### config.mk
export PLATFORM = sky130hd
export DESIGN_NAME = mdu_arbiter
export DESIGN_NICKNAME = d
export VERILOG_FILES = /design/src/rtl/mdu_arbiter_pkg.sv /design/src/rtl/mdu_arbiter_rr_arbiter.sv /design/src/rtl/mdu_arbiter.sv
export SDC_FILE = /design/constraint.sdc
export NUM_CORES = 1
export LEC_CHECK = 0
export ABC_CLOCK_PERIOD_IN_PS = 4600
export CORE_MARGIN = 3
export CORE_UTILIZATION = 41
export DETAILED_ROUTE_END_ITERATION = 8
export GPL_ROUTABILITY_DRIVEN = 0
export GPL_TIMING_DRIVEN = 0
export PLACE_DENSITY = 0.86
export SLEW_MARGIN = 10
export SYNTH_ARGS = -nofsm -noshare
export SYNTH_HDL_FRONTEND = slang
export SYNTH_HIERARCHICAL = 1
export SYNTH_SLANG_ARGS = --single-unit
### constraint.sdc
create_clock -name clk -period 4.6 [get_ports clk]
set_input_delay 0.46 -clock clk [delete_from_list [all_inputs] [get_ports clk]]
set_output_delay 0.46 -clock clk [all_outputs]
set_load 0.1 [all_outputs]
### src/rtl/mdu_arbiter_pkg.sv
// Shared micro-op encoding plus the arbiter-side state and request types.
// Latency: n/a (types only).
// Backpressure: n/a (types only).
package micro_ops;
    // Non-MDU ops share the encoding space; the arbiter forwards any value.
    typedef enum logic [4:0] {
        OP_NOP    = 5'd0,
        OP_ADD    = 5'd1,
        OP_MUL    = 5'd8,
        OP_MULH   = 5'd9,
        OP_MULHSU = 5'd10,
        OP_MULHU  = 5'd11,
        OP_DIV    = 5'd12,
        OP_DIVU   = 5'd13,
        OP_REM    = 5'd14,
        OP_REMU   = 5'd15,
        OP_CLMUL  = 5'd16,
        OP_CLMULH = 5'd17,
        OP_CLMULR = 5'd18
    } op_t;
endpackage

package bundle;
    import micro_ops::*;

    typedef enum logic [1:0] {
        IDLE  = 2'd0,
        START = 2'd1,
        WAIT  = 2'd2,
        RESP  = 2'd3
    } mdu_arb_state_t;

    typedef struct packed {
        op_t         op;
        logic [31:0] rs1;
        logic [31:0] rs2;
    } mdu_req_t;
endpackage

### src/rtl/mdu_arbiter_rr_arbiter.sv
// Round-robin one-hot grant; search starts one past last_grant and wraps.
// Latency: purely combinational.
// Backpressure: none; the caller decides whether the grant is consumed.
module rr_arbiter #(
    parameter int N = 2,
    localparam int IW = (N > 1) ? $clog2(N) : 1
) (
    input  logic [N-1:0]  req,
    input  logic [IW-1:0] last_grant,
    output logic [N-1:0]  grant
);

    logic [IW-1:0] idx;
    logic          found;

    // Walk the requesters in rotated order and keep the first active one.
    always_comb begin
        grant = '0;
        found = 1'b0;
        idx   = '0;
        for (int i = 1; i <= N; i++) begin
            idx = IW'((int'(last_grant) + i) % N);
            if (!found && req[idx]) begin
                grant[idx] = 1'b1;
                found      = 1'b1;
            end
        end
    end

endmodule

### src/rtl/mdu_arbiter.sv
// Shares one iterative MDU between NUM_REQ requesters and routes results back to the issuer.
// Latency: accept T -> unit_start T+1 -> unit_done T+1+L -> resp_valid T+2+L.
// Backpressure: req_ready only in IDLE; one op in flight; flush aborts, watchdog kills after TIMEOUT.
module mdu_arbiter
    import micro_ops::*;
    import bundle::*;
#(
    parameter int NUM_REQ = 2,
    parameter int TIMEOUT = 64
) (
    input  logic               clk,
    input  logic               rst,
    input  logic               flush,
    input  logic [NUM_REQ-1:0] req_valid,
    output logic [NUM_REQ-1:0] req_ready,
    input  op_t                req_op  [NUM_REQ],
    input  logic [31:0]        req_rs1 [NUM_REQ],
    input  logic [31:0]        req_rs2 [NUM_REQ],
    output logic               unit_start,
    output logic               unit_kill,
    output op_t                unit_op,
    output logic [31:0]        unit_rs1,
    output logic [31:0]        unit_rs2,
    input  logic               unit_done,
    input  logic [31:0]        unit_result,
    output logic [NUM_REQ-1:0] resp_valid,
    output logic [31:0]        resp_data,
    output logic               timeout_err,
    output logic               busy
);

    localparam int IW = (NUM_REQ > 1) ? $clog2(NUM_REQ) : 1;
    localparam int CW = (TIMEOUT > 2) ? $clog2(TIMEOUT) : 1;

    mdu_arb_state_t     state_q, state_d;
    logic [IW-1:0]      last_q, last_d;
    logic [IW-1:0]      owner_q, owner_d;
    logic [CW-1:0]      cnt_q, cnt_d, cnt_inc;
    mdu_req_t           req_q, req_d;
    logic [31:0]        resp_data_q, resp_data_d;
    logic [NUM_REQ-1:0] resp_vld_q, resp_vld_d;
    logic               start_q, start_d;
    logic               kill_q, kill_d;
    logic               tmo_q, tmo_d;
    logic [NUM_REQ-1:0] grant;
    logic [IW-1:0]      win;

    rr_arbiter #(.N(NUM_REQ)) u_rr (
        .req        (req_valid),
        .last_grant (last_q),
        .grant      (grant)
    );

    // Encode the one-hot grant as an owner index.
    always_comb begin
        win = '0;
        for (int i = 0; i < NUM_REQ; i++) begin
            if (grant[i]) win = IW'(i);
        end
    end

    // Watchdog count saturates so a stuck unit can never wrap it back below the limit.
    assign cnt_inc = (&cnt_q) ? cnt_q : cnt_q + 1'b1;

    // Sequencer: grant in IDLE, start pulse, wait for done or watchdog, return result.
    always_comb begin
        state_d     = state_q;
        last_d      = last_q;
        owner_d     = owner_q;
        cnt_d       = cnt_q;
        req_d       = req_q;
        resp_data_d = resp_data_q;
        resp_vld_d  = '0;
        start_d     = 1'b0;
        kill_d      = 1'b0;
        tmo_d       = 1'b0;
        case (state_q)
            IDLE: begin
                if (!flush && (|grant)) begin
                    req_d   = '{op: req_op[win], rs1: req_rs1[win], rs2: req_rs2[win]};
                    owner_d = win;
                    start_d = 1'b1;
                    state_d = START;
                end
            end
            START: begin
                state_d = flush ? IDLE : WAIT;
                cnt_d   = '0;
            end
            WAIT: begin
                if (flush) begin
                    kill_d  = 1'b1;
                    state_d = IDLE;
                end else if (unit_done) begin
                    resp_data_d         = unit_result;
                    resp_vld_d[owner_q] = 1'b1;
                    state_d             = RESP;
                end else if (cnt_inc == CW'(TIMEOUT - 1)) begin
                    kill_d  = 1'b1;
                    tmo_d   = 1'b1;
                    cnt_d   = cnt_inc;
                    state_d = IDLE;
                end else begin
                    cnt_d = cnt_inc;
                end
            end
            RESP: begin
                // A flushed response leaves the round-robin pointer where it was.
                if (!flush) last_d = owner_q;
                state_d = IDLE;
            end
            default: state_d = IDLE;
        endcase
    end

    // State and output registers with synchronous active-low reset.
    always_ff @(posedge clk) begin
        if (!rst) begin
            state_q     <= IDLE;
            last_q      <= IW'(NUM_REQ - 1);
            owner_q     <= '0;
            cnt_q       <= '0;
            req_q       <= '0;
            resp_data_q <= '0;
            resp_vld_q  <= '0;
            start_q     <= 1'b0;
            kill_q      <= 1'b0;
            tmo_q       <= 1'b0;
        end else begin
            state_q     <= state_d;
            last_q      <= last_d;
            owner_q     <= owner_d;
            cnt_q       <= cnt_d;
            req_q       <= req_d;
            resp_data_q <= resp_data_d;
            resp_vld_q  <= resp_vld_d;
            start_q     <= start_d;
            kill_q      <= kill_d;
            tmo_q       <= tmo_d;
        end
    end

    // Start and response pulses live in the START/RESP cycle itself, so a flush
    // arriving in that cycle can only cancel them by masking the registered pulse.
    assign req_ready   = (state_q == IDLE && !flush) ? grant : '0;
    assign unit_start  = start_q & ~flush;
    assign resp_valid  = resp_vld_q & {NUM_REQ{~flush}};
    assign unit_kill   = kill_q;
    assign timeout_err = tmo_q;
    assign unit_op     = req_q.op;
    assign unit_rs1    = req_q.rs1;
    assign unit_rs2    = req_q.rs2;
    assign resp_data   = resp_data_q;
    assign busy        = (state_q != IDLE);

endmodule

# Word level (Yosys, flattened, before mapping)
# Index checks and enable logic that the tools add are counted.
# totals
register_bits,116
inputBits,176
out_inout_bits,109
elab_cells,98
# op_classes
add_sub_neg,3
magnitude_cmp,7
eq_ne,8
mux,38
n_bitwise,8
reduce_logical,22
# ops
op,n
2-to-1 mux 32 bit,6
2-to-1 mux 6 bit,3
2-to-1 mux 2 bit,8
2-to-1 mux 5 bit,3
2-to-1 mux 1 bit,13
one-hot mux 6 bit (2 select lines),1
AND reduction 2 bit,5
one-hot mux 2 bit (4 select lines),1
adder 6 x 1 -> 6 bit (second input constant),1
== test 6 bit (second input constant),1
logical AND 1 bit,6
< comparator 1 x 2 -> 1 bit (second input constant),3
!= test 2 bit (second input constant),3
AND reduction 3 bit,2
AND reduction 6 bit,1
== test 2 bit (second input constant),2
!= test 4 bit (second input constant),1
inverter 1 bit,4
nonzero test 2 bit,2
OR reduction 4 bit,1
demux 1 bit (select 1 bit),3
>= comparator 1 bit (second input constant),3
OR reduction 3 bit,1
adder 1 bit (second input constant),2
9 further kinds,10

# Longest topological paths before layout
# depth
word_depth,13
mapped_depth,8

# By module
# The synthesis kept the hierarchy.
# by_module_without_submodules
mod,n_inst,cells_each,area_per_inst_um2,seq_area_each_um2
mdu_arbiter,1,542,4911.0,2322.2
rr_arbiter,1,3,18.8,0.0

# Worst setup path before layout
# No wires, ideal clock.
# synth_path
path_type,input to output
startpoint,input port flush
endpoint,output port resp_valid[0]
t_arrival_ns,1.960
t_required_ns,4.140
slack_ns,2.180
cell_stages,2
n_path_buf,1
cell_sequence,buf_2 nor2b_1
# synth_via
elab_chain_cells,2
# synth_lines
item,line_no,text
from (decl),mdu_arbiter.sv:13,"input logic flush,"
inverter 1 bit (no source line),-,
bitwise AND 2 bit,mdu_arbiter.sv:147,assign resp_valid = resp_vld_q & {NUM_REQ{~flush}};
to (decl),mdu_arbiter.sv:26,"output logic [NUM_REQ-1:0] resp_valid,"
# Every way passes these cells.

# Worst setup path after layout
# layout_path
startpoint,input port req_valid[1]
endpoint,output port req_ready[1]
# layout_via
elab_chain_cells,7
word_cells_on_any_way,11
classes_between,mux (8); bitwise (1); reduce/logical (2)
# layout_lines
item,line_no,text
from (decl),mdu_arbiter.sv:14,"input logic [NUM_REQ-1:0] req_valid,"
2-to-1 mux 1 bit (not written as such) (2 in series),mdu_arbiter_rr_arbiter.sv:23,if (!found && req[idx]) begin
2-to-1 mux 1 bit,mdu_arbiter_rr_arbiter.sv:23,
zero test 1 bit,mdu_arbiter_rr_arbiter.sv:23,
logical AND 1 bit,mdu_arbiter_rr_arbiter.sv:23,
2-to-1 mux 2 bit *,mdu_arbiter_rr_arbiter.sv:23,
named net grant[1],mdu_arbiter.sv:45,logic [NUM_REQ-1:0] grant;
2-to-1 mux 2 bit *,mdu_arbiter.sv:145,assign req_ready = (state_q == IDLE && !flush) ? grant : '0;
to (decl),mdu_arbiter.sv:15,"output logic [NUM_REQ-1:0] req_ready,"
# The timed path passes the listed nets; every way through them passes the cells marked *. The select of a mux whose other input is x is not followed.

==> impl_metrics.yaml <==
outcome:
  outcome: "complete, no violations"
synth:
  yosysSeqAreaShare_pct: 47.1
  synth.most_common_cell: "dfxtp_1"
  synth_xor_area_share_pct: 0.178
  synthAdderAreaFrac_pct: 0.254
  ys_async_sr_fraction_pct: 0
  yosys-top-cells-area: "dfxtp_1 (47%), mux2i_1 (14%), a211oi_1 (11%)"
  yosysWarnings: 6
  synth_area_per_cell_sq_um: 9.05
  synth.area.mux_share_pct: 14.4
  synth_edf_count: 0
  syn_area_sq_mm: 0.00493
  yosysTopAreaCell: "dfxtp_1"
  syn_nets: 722
  synth_compound_area_share_pct: 16.9
  syn-instance-count: 545
  yosys-top-cells-count: "dfxtp_1 (116), nor2_1 (77), mux2i_1 (71), a211oi_1 (69), nand2_1 (69)"
  yosysUniqueCellTypes: 41
  synth_ff_type: "dfxtp_1"
  ys_seq_elements: 116
  synth_top_area_share_pct: 47.1
  synth_top_family_by_area: "compound AO/OA/AOI/OAI gates"
  synthSimpleGateAreaFrac_pct: 16.4
setup_path:
  critical_path.top_delay_family: "buffers and inverters"
  reg2reg_depth: 6
  path_class: "input port to output port"
  required_ns: 4.14
  crit_buf_inv: 4
  arrival_ns: 3.08
  path_depth: 6
  worstPathCellList: "clkdlybuf4s50_1 > a21boi_0 > buf_2 > buf_2 > and2_1 > clkdlybuf4s50_1"
  cp-end-kind: "output port"
  cp-start-kind: "input port"
  slowest_stage: "clkdlybuf4s50_1"
  worst-path-max-fanout: 10
  slowest_delay_ns: 1.17
placed_design:
  postPlaceCellArea_sq_mm: 0.00794
  post-dp-hpwl_mm: 13.2
  pre_cts_ws_ns: 1.06
  io_buffers: 283
  dp.cells: 971
clock_tree:
  postCtsHoldBufs: 0
  clk_latency_ns: 0.41
  cts_made_buffers: 17
  clk_pin_slew_worst_paths_ns: 0.05
  clockBufferDepth: 2
  root_buffer: "clkbuf_16"
  postCtsSetupBuffers: 0
  cts_tree: "built"
  ctsResizeCount: 0
  cts_sinks: 116
  htree_levels: 4
grt:
  grt_pass1_vias: 5243
  grt_max_degree: 17
  antenna_found_initial: 0
  grt_overflow: 0
  grt_pass1_wl_mm: 25.8
  track_usage_pct: 24.7
route:
  post-route-drc-count: 0
  wl_per_cell_microns: 17.1
  ant_nets: 0
  drtIter0Drc: 226
  wl_mm: 17.1
  vias_per_cell: 5.22
  vias: 5232
  drt_first_pass_iters: 5
sta:
  final_hold_viol_count: 0
  layout_min_cycle_time_ns: 3.54
  relSlewSlack_pct: 28.4
  worstMarginPinSlew_ns: 1.07
  finalCritPeriodShare_pct: 76.9
  slew_violations: 0
  fin_hold_ws_ns: 0.456
  fmax_mhz: 283
  skew_ns: 0.0124
  finalSetupViolations: 0
  grt_setup_unrepaired: "false"
  setup_ws_ns: 1.06
  fin_setup_tns_ns: 0
layout:
  postLayoutCoreUtil_pct: 73.8
  final_nets: 1024
  seq_area_sq_mm: 0.00232
  fillers: 843
  diodes: 0
  stdcell_count: 1003
  drive_above_1_share_pct: 7.67
  area_delta_synth_final_pct: 73.2
  final_area_sq_mm: 0.00854
  multi_input_area_sq_mm: 0.00237
floorplanning:
  die_h_microns: 116
  pin_count: 285
  rows: 39
  die_width_microns: 116
  die_area_sq_mm: 0.0134
  core_area_sq_mm: 0.0116
  initial_core_util_pct: 42.6
min_path:
  hp-class: "flip-flop to flip-flop"
  min_path_cells: 2
run:
  maxCapViolCount: 0
power_and_ir_drop:
  peakVddDrop_uv: 201
  power_density_mw_per_mm2: 391
  p_leak_nw: 3.17
  fin_total_pwr_mw: 3.34
## worst min-delay path: stages, from the launching register on
cell	delay, ns
dfxtp_1	0.30
nand2_1	0.05
a21oi_1	0.05
## placed cells by master, fill, tap and decap left out, types with 2 or more instances in the layout
cell type	instances
a211oi_1	69
a21oi_1	37
and2_1	3
and2b_1	2
and3_1	6
buf_2	26
buf_4	5
bufinv_16	3
clkbuf_1	17
clkbuf_16	17
clkbuf_8	2
clkdlybuf4s50_1	283
clkinv_2	3
clkinvlp_4	3
dfxtp_1	116
inv_1	4
mux2i_1	71
nand2_1	69
nand2b_1	4
nand3_1	5
nand3b_1	2
nand4_1	2
nor2_1	77
nor2b_1	5
nor3_2	2
o21ai_0	6
## path summary, 6_finish.rpt
kind         slack [ns]                        from                         end
max                1.06                req_valid[1]                req_ready[1]
min                0.46  resp_data[20]$_SDFFE_PN0P_  resp_data[20]$_SDFFE_PN0P_
max reg2reg        2.73       cnt_q[0]$_SDFFE_PN0P_     state_q[1]$_SDFFE_PN0P_
min reg2reg        0.46  resp_data[20]$_SDFFE_PN0P_  resp_data[20]$_SDFFE_PN0P_
## kinds of logic after synthesis
| group | count (synthesis) |
|---|---|
| buf+inv | 49 |
| fa+ha+maj | 1 |
| compound gates | 124 |
| simple gates | 183 |
| flops | 116 |
| mux | 71 |
| xor+xnor | 1 |
## final cells by class
cell class	count	area share (%)
flip-flops and latches	116	27.2
well taps	143	2.10
clock inverters	9	1.49
multi-input cells	380	27.8
inverters	5	0.220
repair buffers	283	33.2
clock buffers	23	5.48
plain buffers	44	2.54
## power breakdown
group,switching (mW),total (mW),internal (mW)
clock,0.449,1.33,0.876
sequential,0.0326,1.10,1.06
combinational,0.608,0.913,0.305
## sequential cells by signal (all words and copies together), names as in the netlist
name         cells
resp_data       32
cnt_q            6
start_q          1
unit_kill        1
unit_rs1        32
last_q           1
timeout_err      1
unit_rs2        32
unit_op          5
owner_q          1
resp_vld_q       2
state_q          2
## layer usage
| layer | track usage [%] | wire, microns | share of wire, % | vias up |
|---|---|---|---|---|
| li1 | - | - | - | 2522 |
| met1 | 26.6 | 6250 | 36 | 2443 |
| met2 | 45.3 | 9080 | 53 | 229 |
| met3 | 6.79 | 1230 | 7.2 | 38 |
| met4 | 10.7 | 552 | 3.2 | 0 |
| met5 | 0 | 0 | 0 | - |
(Power assumes the default switching activity.)
